### config.mk
export PLATFORM = sky130hd
export DESIGN_NAME = stop_it_ctrl_flat
export DESIGN_NICKNAME = d
export VERILOG_FILES = /design/src/rtl/stop_it_ctrl_if.sv /design/src/rtl/stop_it_ctrl.sv /design/src/flat_wrapper.sv
export SDC_FILE = /design/constraint.sdc
export NUM_CORES = 1
export LEC_CHECK = 0
export CORE_MARGIN = 4
export CORE_UTILIZATION = 51
export DETAILED_ROUTE_END_ITERATION = 7
export DONT_BUFFER_PORTS = 1
export MAX_ROUTING_LAYER = met4
export PLACE_DENSITY_LB_ADDON = 0.08
export SLEW_MARGIN = 15
export SYNTH_ARGS = -nofsm -noshare
export SYNTH_HDL_FRONTEND = slang
export SYNTH_SLANG_ARGS = --single-unit
export TNS_END_PERCENT = 30
### constraint.sdc
create_clock -name clk_i -period 2.2 [get_ports clk_i]
set_input_delay 0.44 -clock clk_i [delete_from_list [all_inputs] [get_ports clk_i]]
set_output_delay 0.44 -clock clk_i [all_outputs]
set_load 0.02 [all_outputs]
### src/rtl/stop_it_ctrl_if.sv
// Signal bundle between the Stop It sequencer and its button/LFSR/display side.
// The master drives buttons and LFSR value; the slave is the sequencer.
interface stop_it_ctrl_if;
  logic       go_i;
  logic       stop_i;
  logic [4:0] rand_i;
  logic       next_o;
  logic [4:0] target_o;
  logic [4:0] count_o;
  logic [3:0] score_o;
  logic       running_o;
  logic       win_o;
  logic       lose_o;

  modport master (
    output go_i, stop_i, rand_i,
    input  next_o, target_o, count_o, score_o,
    input  running_o, win_o, lose_o
  );

  modport slave (
    input  go_i, stop_i, rand_i,
    output next_o, target_o, count_o, score_o,
    output running_o, win_o, lose_o
  );
endinterface

### src/rtl/stop_it_ctrl.sv
// Stop It game sequencer: picks a target from the LFSR, counts down,
// judges the stop press and holds WIN/LOSE before returning to idle.
module stop_it_ctrl #(
  parameter int TICK_CYCLES   = 25_000_000,
  parameter int RESULT_CYCLES = 50_000_000
) (
  input  logic          clk_i,
  input  logic          rst_i,
  stop_it_ctrl_if.slave bus
);
  localparam int TW = $clog2(TICK_CYCLES);
  localparam int RW = $clog2(RESULT_CYCLES);
  localparam logic [TW-1:0] TICK_LAST = TW'(TICK_CYCLES - 1);
  localparam logic [RW-1:0] RES_LAST  = RW'(RESULT_CYCLES - 1);

  typedef enum logic [2:0] {
    S_IDLE, S_LATCH, S_RUN, S_WIN, S_LOSE
  } state_t;

  state_t        state_q, state_d;
  logic [4:0]    target_q, target_d;
  logic [4:0]    count_q, count_d;
  logic [3:0]    score_q, score_d;
  logic [TW-1:0] tick_q, tick_d;
  logic [RW-1:0] res_q, res_d;
  logic          next;

  always_comb begin
    state_d  = state_q;
    target_d = target_q;
    count_d  = count_q;
    score_d  = score_q;
    tick_d   = tick_q;
    res_d    = res_q;
    next     = 1'b0;
    unique case (state_q)
      S_IDLE: begin
        if (bus.go_i) begin
          next    = 1'b1;
          state_d = S_LATCH;
        end
      end
      S_LATCH: begin
        target_d = bus.rand_i;
        count_d  = 5'd31;
        tick_d   = '0;
        state_d  = S_RUN;
      end
      S_RUN: begin
        // stop beats a terminal tick, so the displayed value is judged
        if (bus.stop_i) begin
          tick_d = '0;
          res_d  = '0;
          if (count_q == target_q) begin
            state_d = S_WIN;
            score_d = (score_q == 4'd15) ? 4'd15 : score_q + 4'd1;
          end else begin
            state_d = S_LOSE;
            score_d = 4'd0;
          end
        end else if (tick_q == TICK_LAST) begin
          tick_d  = '0;
          count_d = count_q - 5'd1;
        end else begin
          tick_d = tick_q + 1'b1;
        end
      end
      S_WIN, S_LOSE: begin
        if (res_q == RES_LAST) begin
          res_d   = '0;
          state_d = S_IDLE;
        end else begin
          res_d = res_q + 1'b1;
        end
      end
      default: state_d = S_IDLE;
    endcase
  end

  always_ff @(posedge clk_i) begin
    if (rst_i) begin
      state_q  <= S_IDLE;
      target_q <= '0;
      count_q  <= '0;
      score_q  <= '0;
      tick_q   <= '0;
      res_q    <= '0;
    end else begin
      state_q  <= state_d;
      target_q <= target_d;
      count_q  <= count_d;
      score_q  <= score_d;
      tick_q   <= tick_d;
      res_q    <= res_d;
    end
  end

  assign bus.next_o    = next;
  assign bus.target_o  = target_q;
  assign bus.count_o   = count_q;
  assign bus.score_o   = score_q;
  assign bus.running_o = (state_q == S_RUN);
  assign bus.win_o     = (state_q == S_WIN);
  assign bus.lose_o    = (state_q == S_LOSE);
endmodule

### src/flat_wrapper.sv
// flat-port wrapper written by rule: the top's interface ports become plain ports
module stop_it_ctrl_flat 
#(
  parameter int TICK_CYCLES   = 25_000_000,
  parameter int RESULT_CYCLES = 50_000_000
)
  (clk_i, rst_i, bus_go_i, bus_stop_i, bus_rand_i, bus_next_o, bus_target_o, bus_count_o, bus_score_o, bus_running_o, bus_win_o, bus_lose_o);
  stop_it_ctrl_if bus_i ();
  input  logic clk_i;
  input  logic rst_i;
  input wire logic [$bits(bus_i.go_i)-1:0] bus_go_i;
  input wire logic [$bits(bus_i.stop_i)-1:0] bus_stop_i;
  input wire logic [$bits(bus_i.rand_i)-1:0] bus_rand_i;
  output wire logic [$bits(bus_i.next_o)-1:0] bus_next_o;
  output wire logic [$bits(bus_i.target_o)-1:0] bus_target_o;
  output wire logic [$bits(bus_i.count_o)-1:0] bus_count_o;
  output wire logic [$bits(bus_i.score_o)-1:0] bus_score_o;
  output wire logic [$bits(bus_i.running_o)-1:0] bus_running_o;
  output wire logic [$bits(bus_i.win_o)-1:0] bus_win_o;
  output wire logic [$bits(bus_i.lose_o)-1:0] bus_lose_o;
  assign bus_i.go_i = bus_go_i;
  assign bus_i.stop_i = bus_stop_i;
  assign bus_i.rand_i = bus_rand_i;
  assign bus_next_o = bus_i.next_o;
  assign bus_target_o = bus_i.target_o;
  assign bus_count_o = bus_i.count_o;
  assign bus_score_o = bus_i.score_o;
  assign bus_running_o = bus_i.running_o;
  assign bus_win_o = bus_i.win_o;
  assign bus_lose_o = bus_i.lose_o;
  stop_it_ctrl #(.TICK_CYCLES(TICK_CYCLES), .RESULT_CYCLES(RESULT_CYCLES)) u_core (.clk_i(clk_i), .rst_i(rst_i), .bus(bus_i));
endmodule
* After elaboration in Yosys (flattened, before gate mapping)
Cells that the tools add are included.
** Word-level totals
- Register bits after elaboration :: 68
- Output and inout port bits :: 18
- Logic and storage cells :: 49
** Operators by class
- $add $sub $neg :: 4
- Equality and inequality tests :: 13
- Multiplexer cells :: 18
- Reductions and logical operators :: 8
** Operators with widths (count)
- two-way mux 26 bit :: 2
- case mux 26 bit (2 select lines) :: 1
- two-way mux 25 bit :: 2
- case mux 25 bit (2 select lines) :: 1
- adder 26 x 1 -> 26 bit, second input constant :: 1
- equality test 26 bit, second input constant :: 1
- adder 25 x 1 -> 25 bit, second input constant :: 1
- equality test 25 bit, second input constant :: 1
- two-way mux 3 bit :: 4
- case mux 3 bit (4 select lines) :: 1
- two-way mux 5 bit :: 2
- case mux 5 bit (2 select lines) :: 1
- two-way mux 4 bit :: 2
- equality test 3 x 2 -> 1 bit, second input constant :: 2
- inequality test 2 bit, second input constant :: 3
- AND reduction 3 bit :: 2
- equality test 5 bit :: 1
- subtractor 5 x 1 -> 5 bit, second input constant :: 1
- adder 4 x 1 -> 4 bit, second input constant :: 1
- equality test 4 bit, second input constant :: 1
- inequality test 2 x 1 -> 1 bit, second input constant :: 2
- AND reduction 2 bit :: 2
- nonzero test 2 bit :: 2
- equality test 3 x 1 -> 1 bit, second input constant :: 1
- 4 further kinds :: 5

* Longest topological paths before layout
- Depth in word-level cells :: 4
- Mapped depth :: 7
- Gate-level depth less buffers :: 6

* Worst setup path after synthesis
No wires, ideal clock.
- Path kind :: flip-flop to flip-flop
- From :: register u_core.state_q[0]
- To :: register u_core.res_q[23]
- Arrival :: 1665 ps
- Path slack :: 469 ps
- Cell stages (with the launch flop) :: 6
- Path buffers :: 0
- Cells stage by stage :: dfxtp_1 > nor3b_2 > a21o_1 > nand3_4 > or4_1 > a21oi_2
** On the way
- Word-level cells in the longest chain between the ends :: 4
** RTL lines
- start: declaration :: line stop_it_ctrl.sv:20 : state_t state_q, state_d;
- start signal: assignment :: line stop_it_ctrl.sv:89 : state_q <= state_d;
- equality test 3 bit *
- via bus_lose_o :: line flat_wrapper.sv:20 : output wire logic [$bits(bus_i.lose_o)-1:0] bus_lose_o;
- OR reduction 2 bit * :: line stop_it_ctrl.sv:36 : unique case (state_q)
- nonzero test 2 bit (no source line)
- AND reduction 2 bit (no source line)
- end signal: assignment :: line stop_it_ctrl.sv:94 : res_q <= res_d;
- end: declaration :: line stop_it_ctrl.sv:25 : logic [RW-1:0] res_q, res_d;
Mark *: on every way through the listed nets, which the timed path passes. The rest lies on a longest branch.
A chain may end at the register's enable or synchronous reset.

* Worst setup path after layout
- From :: register u_core.res_q[7]
- To :: register u_core.res_q[11]
** On the way
- Word-level cells in the longest chain between the ends :: 3
** RTL lines
- adder 26 x 1 -> 26 bit or equality test 26 bit (tied branches) :: line stop_it_ctrl.sv:73, stop_it_ctrl.sv:69
- two-way mux 26 bit * :: line stop_it_ctrl.sv:69 : if (res_q == RES_LAST) begin
- case mux 26 bit (2 select lines) * :: line stop_it_ctrl.sv:36
Mark *: on every way between the ends. The rest lies on a longest branch, timed or not.

==> metrics <==
status completed; Pint 1940 µW; Syn. warnings 0; drt first pass iters 4; hold path cells 1; HP Class input port to register; die area 0.00811 mm²; synthesized area per cell 8.90 µm²; Syn-to-layout area delta 7.94%; CTS Sinks 68; Post-synth top flop dfxtp_1; number of buffers added on ports 0; setup TNS 0 ns; final number of max-transition violations 0; Yosys cell types 58; CP Capture Type register; Post-Syn Nets 399; Logic pwr share approximately an eighth; FP Rows 29; most frequent cell after synthesis dfxtp_1; endpoints failing hold 0; pwr dens a little over 700 mW/mm²; # diodes 0; fin crit share 92.2%; Fmax 0.493 GHz; CTS Buffer Depth 2; total global-route track usage 17.9%; Crit path largest cell delay 0.50 ns; Hold Path End u_core.bus.target_o[0]; share of cells above drive strength 1 between 10% and 20%; post-route minimum period approximately 2 ns; drt via density approximately 5.6; die width 90.1 µm; Placer Congestion 0.735; EDFF count, synth 0; CTS Root Cell clkbuf_8; Hold Slack 0.173 ns; share of the synthesized area in the top cell type 39.6%; crit-path max FO 23; clk slew on worst S/H paths 0.07 ns; hold path start rst_i; Post-DRT Antenna Nets 0; required time of the critical path 2.41 ns; Yosys reg bits 68; Slew @ Worst Pin 0.554 ns; Post-Route WL approximately 6.5 mm; global-route wire length before repair 11.9 mm; clk_skew between 0.005 and 0.006 ns; clk_lat worst skew 0.33 ns; critical path, cell by cell nor4_1 > nand4_1 > o41ai_4 > a21o_4 > nor2_1; Setup WS pre-CTS 0.174 ns; core area 0.00646 mm²; asr flop ratio synth 0%; die span in y 90.1 µm; Mapped Cells 386; routed length per instance 13.8 µm; Sw Share 27.1%; mapped cell area around 0.0034 mm²; Leak 0.00136 µW; Post-synth top cells 68 x dfxtp_1, 47 x nor2_1, 38 x xor2_1; via count 2667; grt ovf 0; Initial Util 53.2%; Worst VDD drop 0.460 mV; CTS tree built; Yosys top cell by area dfxtp_1; final setup vio count 0; CTS H-Tree Depth 3; sequential area share after synthesis between 30% and 40%; Residual DRC 0; largest net degree at the start of global routing 26; drt first-iter violations 94; Clock power frac 35.9%; sequential power share approximately half; switching power 723 µW; Worst Setup Slack, final 0.171 ns; path depth of the worst reg2reg path 5; CTS Hold Bufs 0; Startpoint Class register; initial antenna violation count 0; Post-DP HPWL ~4.7 mm; RR Endpoint u_core.res_q[11]; power consumption 2670 µW; Layout fillers slightly above 600; CTS Buf Count 9; RSZ-0062 raised after global routing false; max_cap viols 0; dominant cells by area after synthesis dfxtp_1 40%, xor2_1 9.7%, nor2_1 5.1%; vias in the first global route approximately 2700; slowest CP cell o41ai_4; flop-to-flop setup slack 0.17 ns; Layout Nets 406; postcts setup bufs 0; reg2reg start u_core.res_q[7]; Slew HR ~63%; Worst EP arrival 2.24 ns; cts repair resizes 0; Ports 27; crit path kind register to register
-- layer usage --
layer  wire, µm  track usage [%]  share of wire, %
met1       3210             22.6                49
met2       2970             27.8                45
met3        308             4.26               4.7
met4         49             7.14              0.75
met5          0                -                 0
-- registers in the layout (all words and copies together) (netlist names) --
name and count:
u_core.state_q 3, u_core.tick_q 25, u_core.bus.count_o 5, u_core.bus.score_o 4, u_core.bus.target_o 5, u_core.res_q 26
-- cell usage in the layout, fill, tap and decap left out, types with 5 or more instances in the layout --
master     n
or3_1      5
dfxtp_1   68
a21oi_1   16
xor2_1    38
a211oi_1   5
inv_1      8
nor3_1     7
and4_1     5
nor2_1    47
nand3_1   16
mux2i_1    5
nand2_1   24
buf_4     13
xnor2_1    7
clkbuf_8  13
nand4_1   24
and3_1    16
o21ai_0    8
nor2_2     5
-- area by class of cell --
type / instances / area, µm² / area share [%]
tap: 77 / 96.3 / 2.60
sequential: 68 / 1360 / 36.7
clock buffer: 14 / 183 / 4.93
clock inverter: 1 / 5.00 / 0.135
timing repair buffer: 13 / 97.6 / 2.63
inverter: 8 / 30.0 / 0.810
multi-input combinational: 293 / 1930 / 52.2
-- how the worst max path moves through the flow --
stage,from,endpoint,slack [ns],cells past startpoint
finish,u_core.res_q[7],u_core.res_q[11],0.17,5
CTS,u_core.res_q[7],u_core.res_q[13],0.15,5
global route,u_core.res_q[7],u_core.res_q[11],0.01,5
detailed placement,u_core.res_q[7],u_core.res_q[13],0.17,5
floorplan,u_core.state_q[0],u_core.res_q[23],0.47,5
global placement,u_core.res_q[7],u_core.res_q[22],0.20,5
-- through the flow --
| stage | cell area, µm² | util, % | std cells |
|---|---|---|---|
| floorplan | 3430 | - | 386 |
| global placement | 3520 | 54.5 | 459 |
| detailed placement | 3520 | 54.5 | 459 |
| CTS | 3710 | 57.4 | 474 |
| global route | 3710 | 57.4 | 474 |
| finish | 3710 | 57.4 | 474 |
-- logic make-up (layout without fill, tap and decap cells) --
family	Yosys count	after routing	synth area share (%)
compound gates	49	49	10.2
xor+xnor	45	45	11.5
fa+ha+maj	4	4	1.46
buf+inv	25	36	4.04
flops	68	68	39.6
mux	6	6	1.79
simple gates	189	189	31.4
-- critical path, delay by kind of cell, from the launching register on --
kind	cells	cell delay, ns
simple gates	3	0.68
flops	1	0.37
compound gates	2	0.86
-- power by group through the flow --
| stage | Sequential, µW | Clock (µW) | Combinational (µW) |
|---|---|---|---|
| final | 1350 | 958 | 354 |
| after global routing | 1360 | 1050 | 399 |
| after CTS | 1350 | 991 | 359 |
| after detailed placement | 1380 | 0 | 358 |
| after global placement | 1380 | 0 | 352 |
| after floorplan | 1360 | 0 | 305 |
No activity file was read; power rests on OpenSTA's default activity.
